`src/rtl/packet_router.sv`:
```
// packet_router: moves RX FIFO words to PC_TX (loopback and SPI replies),
// the SLM_CONFIG SPI master, or a streaming DATA sink. Mode switches are
// deferred until the datapath is idle.
// Optional feature: define ROUTER_SPI_TIMEOUT_EN to abandon an SPI transfer
// after TIMEOUT_CYCLES cycles in CFG_WAIT and reply with an all-zero word.
module packet_router #(
  parameter int DATA_W         = 32,
  parameter int SPI_BYTES      = 2,
  parameter int TIMEOUT_CYCLES = 1024
) (
  input  logic                   i_clock,
  input  logic                   i_reset,
  input  logic [1:0]             i_packet_command,
  input  logic                   i_packet_start_decode,
  output logic                   o_rx_fifo_next_word_cmd,
  input  logic [DATA_W-1:0]      i_rx_fifo_output_word,
  input  logic                   i_rx_fifo_is_empty_sig,
  input  logic                   i_serial_is_busy_sig,
  output logic [DATA_W-1:0]      o_data_manager_output_data_word,
  output logic                   o_data_manager_output_next_cmd,
  output logic                   o_enable_spi,
  output logic                   o_start_spi_transfer_cmd,
  output logic [8*SPI_BYTES-1:0] o_spi_tx_word,
  input  logic [8*SPI_BYTES-1:0] i_spi_rx_word,
  input  logic                   i_transaction_complete,
  output logic                   o_data_valid,
  output logic [DATA_W-1:0]      o_data_word,
  input  logic                   i_data_ready,
  output logic [1:0]             o_mode
);

  localparam int SPI_W = 8 * SPI_BYTES;
  localparam logic [1:0] MODE_LB   = 2'd1;
  localparam logic [1:0] MODE_CFG  = 2'd2;
  localparam logic [1:0] MODE_DATA = 2'd3;

  // Reject parameter sets where the SPI word cannot fit in a FIFO word.
  if (SPI_W > DATA_W || TIMEOUT_CYCLES < 1) begin : g_bad_params
    $error("packet_router: need 8*SPI_BYTES <= DATA_W and TIMEOUT_CYCLES >= 1");
  end

  typedef enum logic [2:0] {
    LB_IDLE, LB_HOLD, CFG_IDLE, CFG_WAIT, CFG_REPLY, DATA_IDLE
  } state_t;

  state_t            state_q, state_d;
  logic [1:0]        mode_q, mode_d;
  logic              pend_valid_q, pend_valid_d;
  logic [1:0]        pend_mode_q, pend_mode_d;
  logic [DATA_W-1:0] tx_word_q, tx_word_d;
  logic              tx_next_q, tx_next_d;
  logic              spi_en_q, spi_en_d;
  logic              spi_start_q, spi_start_d;
  logic [SPI_W-1:0]  spi_tx_q, spi_tx_d;
  logic [SPI_W-1:0]  spi_rx_q, spi_rx_d;
  logic              data_valid_q, data_valid_d;
  logic [DATA_W-1:0] data_word_q, data_word_d;
  logic              pop_cmd;
  logic              eff_valid, is_idle;
  logic [1:0]        eff_mode;
  logic [DATA_W-1:0] reply_word;
`ifdef ROUTER_SPI_TIMEOUT_EN
  localparam int CNT_W = (TIMEOUT_CYCLES > 1) ? $clog2(TIMEOUT_CYCLES) : 1;
  logic [CNT_W-1:0]  cnt_q, cnt_d;
  logic              err_q, err_d;
`endif

  // Next-state, mode arbitration and output decode. The FIFO pop is decoded
  // from registered state so the FWFT head word is consumed in the same cycle
  // it is captured, which is what allows one DATA word per cycle.
  always_comb begin
    state_d      = state_q;
    mode_d       = mode_q;
    tx_word_d    = tx_word_q;
    tx_next_d    = 1'b0;
    spi_start_d  = 1'b0;
    spi_tx_d     = spi_tx_q;
    spi_rx_d     = spi_rx_q;
    data_valid_d = data_valid_q;
    data_word_d  = data_word_q;
    pop_cmd      = 1'b0;
`ifdef ROUTER_SPI_TIMEOUT_EN
    cnt_d        = cnt_q;
    err_d        = err_q;
`endif

    reply_word = {DATA_W{1'b1}};
    reply_word[DATA_W-1 -: SPI_W] = spi_rx_q;
`ifdef ROUTER_SPI_TIMEOUT_EN
    if (err_q) reply_word = '0;
`endif

    eff_valid = pend_valid_q;
    eff_mode  = pend_mode_q;
    if (i_packet_start_decode && (i_packet_command != 2'd0)) begin
      eff_valid = 1'b1;
      eff_mode  = i_packet_command;
    end
    pend_valid_d = eff_valid;
    pend_mode_d  = eff_mode;

    is_idle = (state_q == LB_IDLE) || (state_q == CFG_IDLE) ||
              ((state_q == DATA_IDLE) && !data_valid_q);

    if (is_idle && eff_valid) begin
      pend_valid_d = 1'b0;
      case (eff_mode)
        MODE_CFG:  begin mode_d = MODE_CFG;  state_d = CFG_IDLE;  end
        MODE_DATA: begin mode_d = MODE_DATA; state_d = DATA_IDLE; end
        default:   begin mode_d = MODE_LB;   state_d = LB_IDLE;   end
      endcase
    end else begin
      case (state_q)
        LB_IDLE: begin
          if (!i_rx_fifo_is_empty_sig && !i_serial_is_busy_sig) begin
            pop_cmd   = 1'b1;
            tx_word_d = i_rx_fifo_output_word;
            tx_next_d = 1'b1;
            state_d   = LB_HOLD;
          end
        end
        LB_HOLD: state_d = LB_IDLE;
        CFG_IDLE: begin
          if (!i_rx_fifo_is_empty_sig) begin
            pop_cmd     = 1'b1;
            spi_tx_d    = i_rx_fifo_output_word[DATA_W-1 -: SPI_W];
            spi_start_d = 1'b1;
            state_d     = CFG_WAIT;
`ifdef ROUTER_SPI_TIMEOUT_EN
            cnt_d       = '0;
`endif
          end
        end
        CFG_WAIT: begin
          if (i_transaction_complete) begin
            spi_rx_d = i_spi_rx_word;
            state_d  = CFG_REPLY;
`ifdef ROUTER_SPI_TIMEOUT_EN
            err_d    = 1'b0;
          end else if (cnt_q == CNT_W'(TIMEOUT_CYCLES - 1)) begin
            spi_rx_d = '0;
            err_d    = 1'b1;
            state_d  = CFG_REPLY;
          end else begin
            cnt_d    = cnt_q + CNT_W'(1);
`endif
          end
        end
        CFG_REPLY: begin
          if (!i_serial_is_busy_sig) begin
            tx_word_d = reply_word;
            tx_next_d = 1'b1;
            state_d   = CFG_IDLE;
          end
        end
        DATA_IDLE: begin
          if (!i_rx_fifo_is_empty_sig && (!data_valid_q || i_data_ready)) begin
            pop_cmd      = 1'b1;
            data_word_d  = i_rx_fifo_output_word;
            data_valid_d = 1'b1;
          end else if (i_data_ready) begin
            data_valid_d = 1'b0;
          end
        end
        default: state_d = LB_IDLE;
      endcase
    end

    spi_en_d = (state_d == CFG_IDLE) || (state_d == CFG_WAIT) ||
               (state_d == CFG_REPLY);

    if (i_reset) pop_cmd = 1'b0;
  end

  // State and output registers with synchronous reset.
  always_ff @(posedge i_clock) begin
    if (i_reset) begin
      state_q      <= LB_IDLE;
      mode_q       <= MODE_LB;
      pend_valid_q <= 1'b0;
      pend_mode_q  <= 2'd0;
      tx_word_q    <= '0;
      tx_next_q    <= 1'b0;
      spi_en_q     <= 1'b0;
      spi_start_q  <= 1'b0;
      spi_tx_q     <= '0;
      spi_rx_q     <= '0;
      data_valid_q <= 1'b0;
      data_word_q  <= '0;
`ifdef ROUTER_SPI_TIMEOUT_EN
      cnt_q        <= '0;
      err_q        <= 1'b0;
`endif
    end else begin
      state_q      <= state_d;
      mode_q       <= mode_d;
      pend_valid_q <= pend_valid_d;
      pend_mode_q  <= pend_mode_d;
      tx_word_q    <= tx_word_d;
      tx_next_q    <= tx_next_d;
      spi_en_q     <= spi_en_d;
      spi_start_q  <= spi_start_d;
      spi_tx_q     <= spi_tx_d;
      spi_rx_q     <= spi_rx_d;
      data_valid_q <= data_valid_d;
      data_word_q  <= data_word_d;
`ifdef ROUTER_SPI_TIMEOUT_EN
      cnt_q        <= cnt_d;
      err_q        <= err_d;
`endif
    end
  end

  assign o_rx_fifo_next_word_cmd         = pop_cmd;
  assign o_data_manager_output_data_word = tx_word_q;
  assign o_data_manager_output_next_cmd  = tx_next_q;
  assign o_enable_spi                    = spi_en_q;
  assign o_start_spi_transfer_cmd        = spi_start_q;
  assign o_spi_tx_word                   = spi_tx_q;
  assign o_data_valid                    = data_valid_q;
  assign o_data_word                     = data_word_q;
  assign o_mode                          = mode_q;

endmodule

```
`config.mk`:
```
export PLATFORM = sky130hd
export DESIGN_NAME = packet_router
export DESIGN_NICKNAME = d
export VERILOG_FILES = /design/src/rtl/packet_router.sv
export SDC_FILE = /design/constraint.sdc
export NUM_CORES = 1
export LEC_CHECK = 0
export CORE_AREA = 4 4 104 106
export DETAILED_ROUTE_END_ITERATION = 6
export DIE_AREA = 0 0 108 110
export GPL_ROUTABILITY_DRIVEN = 0
export MAX_ROUTING_LAYER = met4
export PLACE_DENSITY_LB_ADDON = 0.08
export SLEW_MARGIN = 20
export SYNTH_ARGS = -nofsm -noshare
export SYNTH_HDL_FRONTEND = slang
export SYNTH_SLANG_ARGS = --single-unit
```
`constraint.sdc`:
```
create_clock -name i_clock -period 1.9 [get_ports i_clock]
set_clock_uncertainty 0.05 [all_clocks]
set_input_delay 0.475 -clock i_clock [delete_from_list [all_inputs] [get_ports i_clock]]
set_output_delay 0.475 -clock i_clock [all_outputs]
set_load 0.05 [all_outputs]
```
# [Word-level counts from Yosys, hierarchy flattened]
# Index checks and enable logic that the tools add are counted.
[classes] n_eq_ne=11 n_mux=23 bitwise=3 reduce_logical=24
[ops] operator="2-to-1 mux 32 bit" count=2
[ops] operator="case mux 32 bit (2 select lines)" count=1
[ops] operator="2-to-1 mux 3 bit" count=5
[ops] operator="case mux 3 bit (5 select lines)" count=1
[ops] operator="equality test 3 x 2 -> 1 bit, second input constant" count=4
[ops] operator="AND reduction 3 bit" count=4
[ops] operator="equality test 3 bit, second input constant" count=3
[ops] operator="2-to-1 mux 1 bit" count=9
[ops] operator="case mux 3 bit (2 select lines)" count=1
[ops] operator="nonzero test 2 bit" count=3
[ops] operator="logical AND 1 bit" count=5
[ops] operator="logical OR 1 bit" count=5
[ops] operator="equality test 2 bit, second input constant" count=2
[ops] operator="case mux 2 bit (2 select lines)" count=1
[ops] operator="AND reduction 4 bit" count=1
[ops] operator="zero test 1 bit" count=3
[ops] operator="zero test 3 bit" count=1
[ops] operator="NOT 1 bit" count=3
[ops] operator="case mux 1 bit (3 select lines)" count=1
[ops] operator="OR reduction 3 bit" count=1
[ops] operator="2-to-1 mux 2 bit" count=1
[ops] operator="inequality test 2 x 1 -> 1 bit, second input constant" count=1
[ops] operator="inequality test 2 bit, second input constant" count=1
[ops] operator="case mux 1 bit (2 select lines)" count=1
[ops] operator="OR reduction 2 bit" count=1
[totals] register_bits=108 in_bits=57 out_inout_bits=87 word_cells=73

# [Logic depth before layout (Yosys ltp)]
# Gate-level depths: netlist of the first run.
[logic_depth] ltp_word=9 mapped_depth=7 mapped_depth_nobuf=4

# [Worst setup path before layout of the first run]
# Ideal clock, no wire load.
[synth_timing] kind="register to output" start="register data_valid_q (netlist: o_data_valid)" end="output port o_rx_fifo_next_word_cmd" t_arrival_ps=1940 t_required_ps=1375 path_slack_ps=-565 stages_incl_launch_ff=5 path_buffers=0 cell_sequence="dfxtp_1 and4bb_2 o22ai_2 nand2b_1 nor2_1"
[synth_between] elab_chain_len=7 word_cells_on_any_way=10 classes_between="mux (4); reduce/logical (6)"
[synth_rtl] element="start, declared" line_no="56" rtl="logic data_valid_q, data_valid_d;"
[synth_rtl] element="start signal, assigned" line_no="205" rtl="data_valid_q <= data_valid_d;"
[synth_rtl] element="zero test 1 bit (*)" line_no="103, 157"
[synth_rtl] element="logical OR 1 bit" line_no="157" rtl="if (!i_rx_fifo_is_empty_sig && (!data_valid_q || i_data_ready)) begin"
[synth_rtl] element="logical AND 1 bit" line_no="157"
[synth_rtl] element="2-to-1 mux 1 bit" line_no="157"
[synth_rtl] element="case mux 1 bit (3 select lines)" line_no="113" rtl="case (state_q)"
[synth_rtl] element="2-to-1 mux 1 bit (*)" line_no="105" rtl="if (is_idle && eff_valid) begin"
[synth_rtl] element="2-to-1 mux 1 bit (*)" line_no="172" rtl="if (i_reset) pop_cmd = 1'b0;"
[synth_rtl] element="end, declared" line_no="15" rtl="output logic o_rx_fifo_next_word_cmd,"
# Mark *: on every way between the ends. The rest lies on a longest branch, timed or not.

# [Worst setup path in the final report of the first run]
[layout_timing] start="register state_q[1]" end="output port o_rx_fifo_next_word_cmd"
[layout_between] elab_chain_len=6 word_cells_on_any_way=10 classes_between="eq/ne (2); mux (3); reduce/logical (5)"
[layout_rtl] element="start, declared" line_no="46" rtl="state_t state_q, state_d;"
[layout_rtl] element="start signal, assigned" line_no="195" rtl="state_q <= state_d;"
[layout_rtl] element="equality test 3 x 2 -> 1 bit, or another cell as far along" line_no="102, 113"
[layout_rtl] element="logical OR 1 bit / logical AND 1 bit (equally long branches)" line_no="102, 103"
[layout_rtl] element="logical OR 1 bit" line_no="102" rtl="is_idle = (state_q == LB_IDLE) || (state_q == CFG_IDLE) ||"
[layout_rtl] element="logical AND 1 bit" line_no="105"
[layout_rtl] element="2-to-1 mux 1 bit (*)" line_no="105"
[layout_rtl] element="2-to-1 mux 1 bit (*)" line_no="172"
# Marked as above.

==> results of run 1 <==
==> Yosys cell counts, types with 3 or more instances <==
library cell	n
dfxtp_1	108
a21oi_1	52
nor2_1	41
nand2_1	39
o21ai_0	37
nand2b_1	34
mux2i_1	32
nand4b_1	32
a211oi_1	21
clkbuf_1	17
a211oi_2	13
buf_2	9
buf_6	7
buf_4	6
clkbuf_2	3
inv_1	3
nor2b_1	3
==> layout by cell type, fill, tap and decap left out, drive strengths merged, types with 2 or more instances in the layout <==
master / instances
a31oi: 2
nor2b: 3
nand2b: 34
buf: 119
nand2: 39
and4bb: 2
dlygate4sd2: 2
clkdlybuf4s50: 51
a211oi: 35
nor2: 41
inv: 6
dfxtp: 108
dlymetal6s2s: 2
mux2i: 32
and2: 2
a21oi: 52
nand4b: 32
nor3: 2
clkbuf: 11
clkinvlp: 2
nand3: 2
o21ai: 38
==> repair_timing <==
item	CTS	global route
endpoints found under the setup margin	12	57
pin swaps	5	4
hold buffers	0	0
buffers inserted	4	2
resized for setup	11	9
==> flip-flops by register name, indices dropped and copies added (netlist names) <==
name	count
o_start_spi_transfer_cmd	1
o_data_word	32
pend_mode_q	2
o_data_valid	1
o_data_manager_output_data_word	32
spi_rx_q	16
o_data_manager_output_next_cmd	1
o_mode	2
o_spi_tx_word	16
state_q	3
o_enable_spi	1
pend_valid_q	1
==> metal layers <==
layer / global-route usage [%] / vias to the layer above / wire length, µm
met2: 35.2 / 110 / 6130
met1: 25.0 / 1887 / 5260
met3: 5.13 / 13 / 897
li1: - / 1988 / -
met5: - / - / 0
met4: 6.04 / 0 / 150
==> cell families after synthesis <==
family | Yosys count | synth area share [%]
and+or+nand+nor | 161 | 19.8
buffers and inverters | 49 | 6.92
AOI/OAI and AO/OA | 134 | 19.2
muxes | 32 | 6.98
DFF | 108 | 47.1
==> area by class of cell <==
cell class | count | area (µm²) | share of cell area, %
tap | 133 | 166 | 2.66
timing repair buffer | 174 | 1560 | 24.9
sequential | 108 | 2170 | 34.7
inverter | 4 | 15.0 | 0.240
clock buffer | 11 | 131 | 2.10
clock inverter | 5 | 60.1 | 0.959
multi-input combinational | 327 | 2150 | 34.4
==> power by group through the flow <==
stage | combinational [µW] | sequential [µW] | clock (µW)
2_1_floorplan | 660 | 2910 | 0
3_3_place_gp | 1510 | 2540 | 0
3_5_place_dp | 1530 | 2540 | 0
4_1_cts | 1560 | 2490 | 1430
5_1_grt | 1670 | 2510 | 1520
6_report | 1570 | 2490 | 1410
==> tightest hold or removal path: stages, from the launching register on <==
cell     delay [ns]
dfxtp_1        0.32
nand2_1        0.05
a21oi_1        0.05
==> per-stage QoR <==
stage                     setup WS (ns)  utilization [%]  cell area, µm²
after floorplan                 0.00735                -            4600
after global placement           -0.354             61.2            5980
after detailed placement         -0.418             61.2            5980
after CTS                        -0.251             63.6            6220
after global routing             -0.272             64.1            6260
final                            -0.208             64.1            6260
==> final timing paths <==
check | from | to | cells past startpoint
worst max-delay path | state_q[1] | o_rx_fifo_next_word_cmd | 5
worst min-delay path | spi_rx_q[0] | spi_rx_q[0] | 2
worst max register to register | state_q[1] | o_data_word[22] | 6
worst min register to register | spi_rx_q[0] | spi_rx_q[0] | 2
==> summary.md, run 1 <==
| Metric | Value |
|---|---|
| Largest fanout on the critical path | `4` |
| Nets | `681` |
| Total CTS buffers | `9` |
| Hold Crit Class | `reg -> reg` |
| Final setup fails | `1` |
| Crit-path slowest cell | `dfxtp_4` |
| Crit Path Class | `reg -> out` |
| Fillers | `851` |
| Worst slew margin | `65.1%` |
| Clock group share of total power | `25.8%` |
| Pre-antenna DRT Iters | `4` |
| Layout cells sized above 1 | `26.2%` |
| Average cell area after synthesis | `9.48 µm²` |
| Drt via density | `5.25` |
| Non-filler cells, final | `762` |
| Max Cap Violations | `0` |
| CTS root buf | `clkbuf_8` |
| Seq/Total Area, Yosys | `47.1%` |
| Setup TNS | `-0.208 ns` |
| Synth warnings | `0` |
| Clock buffer depth | `2` |
| Comb pwr share | `28.7%` |
| Crit end category | `primary output` |
| Post-synth EDFFs | `0` |
| Die area | `11900 µm²` |
| Slew @ Worst Pin | `0.523 ns` |
| Main synth FF type | `dfxtp_1` |
| Yosys top cell area share | `47.1%` |
| Seq cells post-synth | `108` |
| Worst Setup Start Kind | `register` |
| Synthesized cell area | `4590 µm²` |
| Port bufs | `143` |
| Area leader, netlist | `dfxtp_1` |
| Crit path time final | `2.11 ns` |
| Initial antenna violation count | `0` |
| Post-DP HPWL | `8.43 mm` |
| Antenna diodes | `0` |
| PwrDens | `873 nW/µm²` |
| Register share of total power | `45.5%` |
| Core footprint | `9770 µm²` |
| Syn-to-layout area delta | `36.4%` |
| Final worst slack | `-0.208 ns` |
| Critical path buffer and inverter count | `1` |
| DR WL/cell | `16.3 µm` |
| Outcome | `finished, violations left` |
| GR Util All Layers | `20.9%` |
| WP data arrival | `1.58 ns` |
| GRT overflow | `0` |
| Final wirelength | `12.4 mm` |
| Final Hold Fails | `0` |
| Initial Util | `47.0%` |
| Iteration-0 DRC Markers | `144` |
| FMAX | `474 MHz` |
| Clock Sinks | `108` |
| Chip width | `108 µm` |
| Worst-path clk slew | `0.11 ns` |
| Pint | `3630 µW` |
| Largest net degree at the start of global routing | `139` |
| Pins Over Slew Limit | `0` |
| Minimum hold slack | `0.411 ns` |
| Max incr delay on CP | `0.37 ns` |
| Chip height | `110 µm` |
| Kind of cell adding the most delay to the critical path | `simple AND/OR/NAND/NOR gates` |
| Netlist cell types | `39` |
| Htree depth | `3` |
| Cells after DPL | `741` |
| Worst skew pair latency | `0.36 ns` |
| Global-route wire length before repair | `19.2 mm` |
| Switching pwr | `1840 µW` |
| Worst R2R Setup Slack | `0.05 ns` |
| DR DRC count | `0` |
| Worst EP required | `1.37 ns` |
| Antenna Nets Post-Route | `0` |
| Critical path, cell by cell | `nand3b_1, a211oi_4, nor2b_4, nor2_4, buf_12` |
| Vias in the first global route | `3835` |
| Total Power | `5470 µW` |
| CTS tree | `yes` |
| Vias | `3998` |
| Top cells by area, synth | `dfxtp_1 47%, mux2i_1 7.0%, nand4b_1 6.1%, a21oi_1 5.7%, nand2b_1 4.6%` |
| Final period util | `111%` |
| Static leakage | `0.00233 µW` |
| Syn nets | `541` |
| Synthesized instance count | `484` |
| Failing checks | `setup timing` |
| RSZ-0062 raised after global routing | `true` |
| Max VDD drop | `0.475 mV` |
| Sw frac | `33.7%` |
| I/O pin count | `144` |
| FP Rows | `36` |
| FFs w/ async S/R, synth | `0%` |
Note: power is estimated with default switching activity, not from simulation.
==> inputs of run 2 (changes only) <==
SLEW_MARGIN = default   (was 20)
==> results of run 2 <==
Final layout, timing and power as in run 1 (identical DEF).
==> inputs of run 3 (changes only) <==
CORE_AREA = 4 4 107 109   (was 4 4 104 106)
DIE_AREA = 0 0 111 113   (was 0 0 108 110)
HOLD_SLACK_MARGIN = 0.08   (was default)
==> run 3 against run 2 <==
  * The flow still finishes with violations (setup timing)
  * Worst hold slack is essentially flat
  * Sequential power about the same
  * Sequential cell count stayed put
  * Clock-buffer cell count shrank 1
  * Via count grew 0.23%
  * Die area grew 5.6%
  * First-iteration DRC count is 37% higher
  * Maximum frequency up 1.3%
  * Clock power decreased by 9%
  * Utilization fell by 4.4 points
  * Cell count rose by 1.7%
  * Sequential share of layout area shrank 0.38 points
  * Largest power group unchanged
==> summary.md, run 3 (same netlist as run 1, synthesis figures left out) <==
| Metric | Value |
|---|---|
| Sw frac | `34.6% (was 33.7%)` |
| Hold path depth | `2 (unchanged)` |
| Worst slack at placement | `-0.414 ns (was -0.418 ns)` |
| Vias in the first global route | `4023 (was 3835)` |
| Worst slew margin | `63.5% (was 65.1%)` |
| HP Start | `spi_rx_q[15] (was spi_rx_q[0])` |
| Final setup fails | `1 (unchanged)` |
| Pre-antenna DRT Iters | `4 (unchanged)` |
| Initial Util | `43.3% (was 47.0%)` |
| Worst reg2reg endpoint | `o_data_manager_output_data_word[8] (was o_data_word[22])` |
| Failing checks | `setup timing (unchanged)` |
| Nets | `687 (was 681)` |
| Drt via density | `5.17 (was 5.25)` |
| Final period util | `109% (was 111%)` |
| Crit path time final | `2.08 ns (was 2.11 ns)` |
| Commonest non-fill, non-tap cell in the layout | `buf_4 (unchanged)` |
| Clock group share of total power | `23.9% (was 25.8%)` |
| Layout cells sized above 1 | `27.4% (was 26.2%)` |
| Fillers | `958 (was 851)` |
| Chip height | `113 µm (was 110 µm)` |
| Total CTS buffers | `9 (unchanged)` |
| Antenna diodes | `0 (unchanged)` |
| Setup TNS | `-0.180 ns (was -0.208 ns)` |
| Hold Crit Class | `reg -> reg (unchanged)` |
| Met2 WL post-DR | `6.24 mm (was 6.13 mm)` |
| DR DRC count | `0 (unchanged)` |
| CTS root buf | `clkbuf_8 (unchanged)` |
| Outcome | `finished, violations left (unchanged)` |
| Pins Over Slew Limit | `0 (unchanged)` |
| Final Hold Fails | `0 (unchanged)` |
| Worst Setup Start Kind | `input pin (was register)` |
| Initial antenna violation count | `0 (unchanged)` |
| Worst r2r src | `state_q[2] (was state_q[1])` |
| Largest fanout on the critical path | `2 (was 4)` |
| Cells after DPL | `753 (was 741)` |
| Worst R2R Setup Slack | `0.12 ns (was 0.05 ns)` |
| Vias | `4007 (was 3998)` |
| Worst skew pair latency | `0.36 ns (about the same)` |
| Syn-to-layout area delta | `37.8% (was 36.4%)` |
| Register share of total power | `46.2% (was 45.5%)` |
| Core footprint | `10600 µm² (was 9770 µm²)` |
| Worst-path clk slew | `0.09 ns (was 0.11 ns)` |
| FP Rows | `38 (was 36)` |
| Crit Path Class | `in -> out (was reg -> out)` |
| Post-DP HPWL | `8.66 mm (was 8.43 mm)` |
| Pint | `3530 µW (was 3630 µW)` |
| Highest routed layer | `met4 (unchanged)` |
| FF-to-FF path depth | `8 (was 6)` |
| Htree depth | `3 (unchanged)` |
| Comb pwr share | `29.9% (was 28.7%)` |
| Max Cap Violations | `0 (unchanged)` |
| WP data arrival | `1.56 ns (was 1.58 ns)` |
| PwrDens | `854 nW/µm² (was 873 nW/µm²)` |
| Clock Sinks | `108 (unchanged)` |
| Commonest cells after routing, fill and taps aside | `111 x buf_4, 105 x dfxtp_1, 52 x a21oi_1, 51 x clkdlybuf4s50_1 (was 107 x buf_4, 104 x dfxtp_1, 52 x a21oi_1, 51 x clkdlybuf4s50_1, 40 x nor2_1)` |
| GR Util All Layers | `20.5% (was 20.9%)` |
| GRT overflow | `0 (unchanged)` |
| CTS tree | `yes (unchanged)` |
| Slew @ Worst Pin | `0.548 ns (was 0.523 ns)` |
| Largest net degree at the start of global routing | `139 (unchanged)` |
| Final worst slack | `-0.180 ns (was -0.208 ns)` |
| I/O pin count | `144 (unchanged)` |
| Worst EP required | `1.37 ns (about the same)` |
| DR WL met3 | `717 µm (was 897 µm)` |
| Static leakage | `0.00237 µW (was 0.00233 µW)` |
| Max VDD drop | `0.356 mV (was 0.475 mV)` |
| FMAX | `481 MHz (was 474 MHz)` |
| Chip width | `111 µm (was 108 µm)` |
| Hold endpoint | `spi_rx_q[15] (was spi_rx_q[0])` |
| RSZ-0062 raised after global routing | `true (unchanged)` |
| Switching pwr | `1870 µW (was 1840 µW)` |
| Metal1 wirelength | `5.68 mm (was 5.26 mm)` |
| Port bufs | `143 (unchanged)` |
| Final wirelength | `12.7 mm (was 12.4 mm)` |
| Iteration-0 DRC Markers | `197 (was 144)` |
| DR WL/cell | `16.4 µm (was 16.3 µm)` |
| Total Power | `5400 µW (was 5470 µW)` |
| Non-filler cells, final | `775 (was 762)` |
| Die area | `12500 µm² (was 11900 µm²)` |
| Global-route wire length before repair | `20.6 mm (was 19.2 mm)` |
| Hold_buf cts | `0 (unchanged)` |
| Crit end category | `primary output (unchanged)` |
| Clock buffer depth | `2 (unchanged)` |
| Antenna Nets Post-Route | `0 (unchanged)` |
## run 3: power by group through the flow
stage | sequential, µW | combinational (µW) | clock (µW)
after floorplan | 2910 | 660 | 0
after global placement | 2540 | 1560 | 0
after CTS | 2490 | 1620 | 1340
after detailed placement | 2540 | 1580 | 0
final | 2490 | 1620 | 1290
after global routing | 2510 | 1720 | 1430
## run 3: worst max path at each step
stage	start	end	slack [ns]	depth (start not counted)
after floorplan	state_q[1]	o_rx_fifo_next_word_cmd	0.007	5
after global placement	i_rx_fifo_is_empty_sig	o_rx_fifo_next_word_cmd	-0.39	6
after detailed placement	i_packet_command[1]	o_data_manager_output_data_word[12]	-0.41	7
after CTS	state_q[2]	o_rx_fifo_next_word_cmd	-0.19	5
after global routing	state_q[2]	o_rx_fifo_next_word_cmd	-0.24	5
final	i_packet_start_decode	o_rx_fifo_next_word_cmd	-0.18	6
## run 3: cell type report
type | count | area, µm² | area share [%]
multi-input cells | 327 | 2160 | 34.1
clock buffers | 10 | 128 | 2.02
well taps | 140 | 175 | 2.77
clock inverters | 6 | 45.0 | 0.712
flip-flops and latches | 108 | 2170 | 34.3
repair buffers | 180 | 1630 | 25.8
inverters | 4 | 15.0 | 0.237
## run 3: worst max-delay path, cell delays in order
cell and delay, ns:
clkdlybuf4s50_1 0.42, o21a_2 0.15, o22ai_4 0.16, nand2b_4 0.08, nor2_4 0.12, buf_12 0.14
## run 3: per-layer routing
metal,vias to the layer above,GRT usage (%)
met5,-,-
met4,0,3.94
met3,10,5.72
met2,109,34.5
met1,1895,25.0
li1,1993,-
## run 3: through the flow
| step | hold slack, ns | area, µm² | utilization (%) |
|---|---|---|---|
| floorplan | 0.386 | 4600 | - |
| global placement | 0.392 | 6060 | 57.2 |
| detailed placement | 0.398 | 6060 | 57.2 |
| CTS | 0.413 | 6310 | 59.6 |
| global route | 0.434 | 6330 | 59.7 |
| finish | 0.411 | 6330 | 59.7 |
## run 3: what timing repair did
item / in CTS / in global routing
pin swaps: 4 / 1
resized for setup: 18 / 4
setup buffers: 6 / 1
setup endpoints to repair: 24 / 56
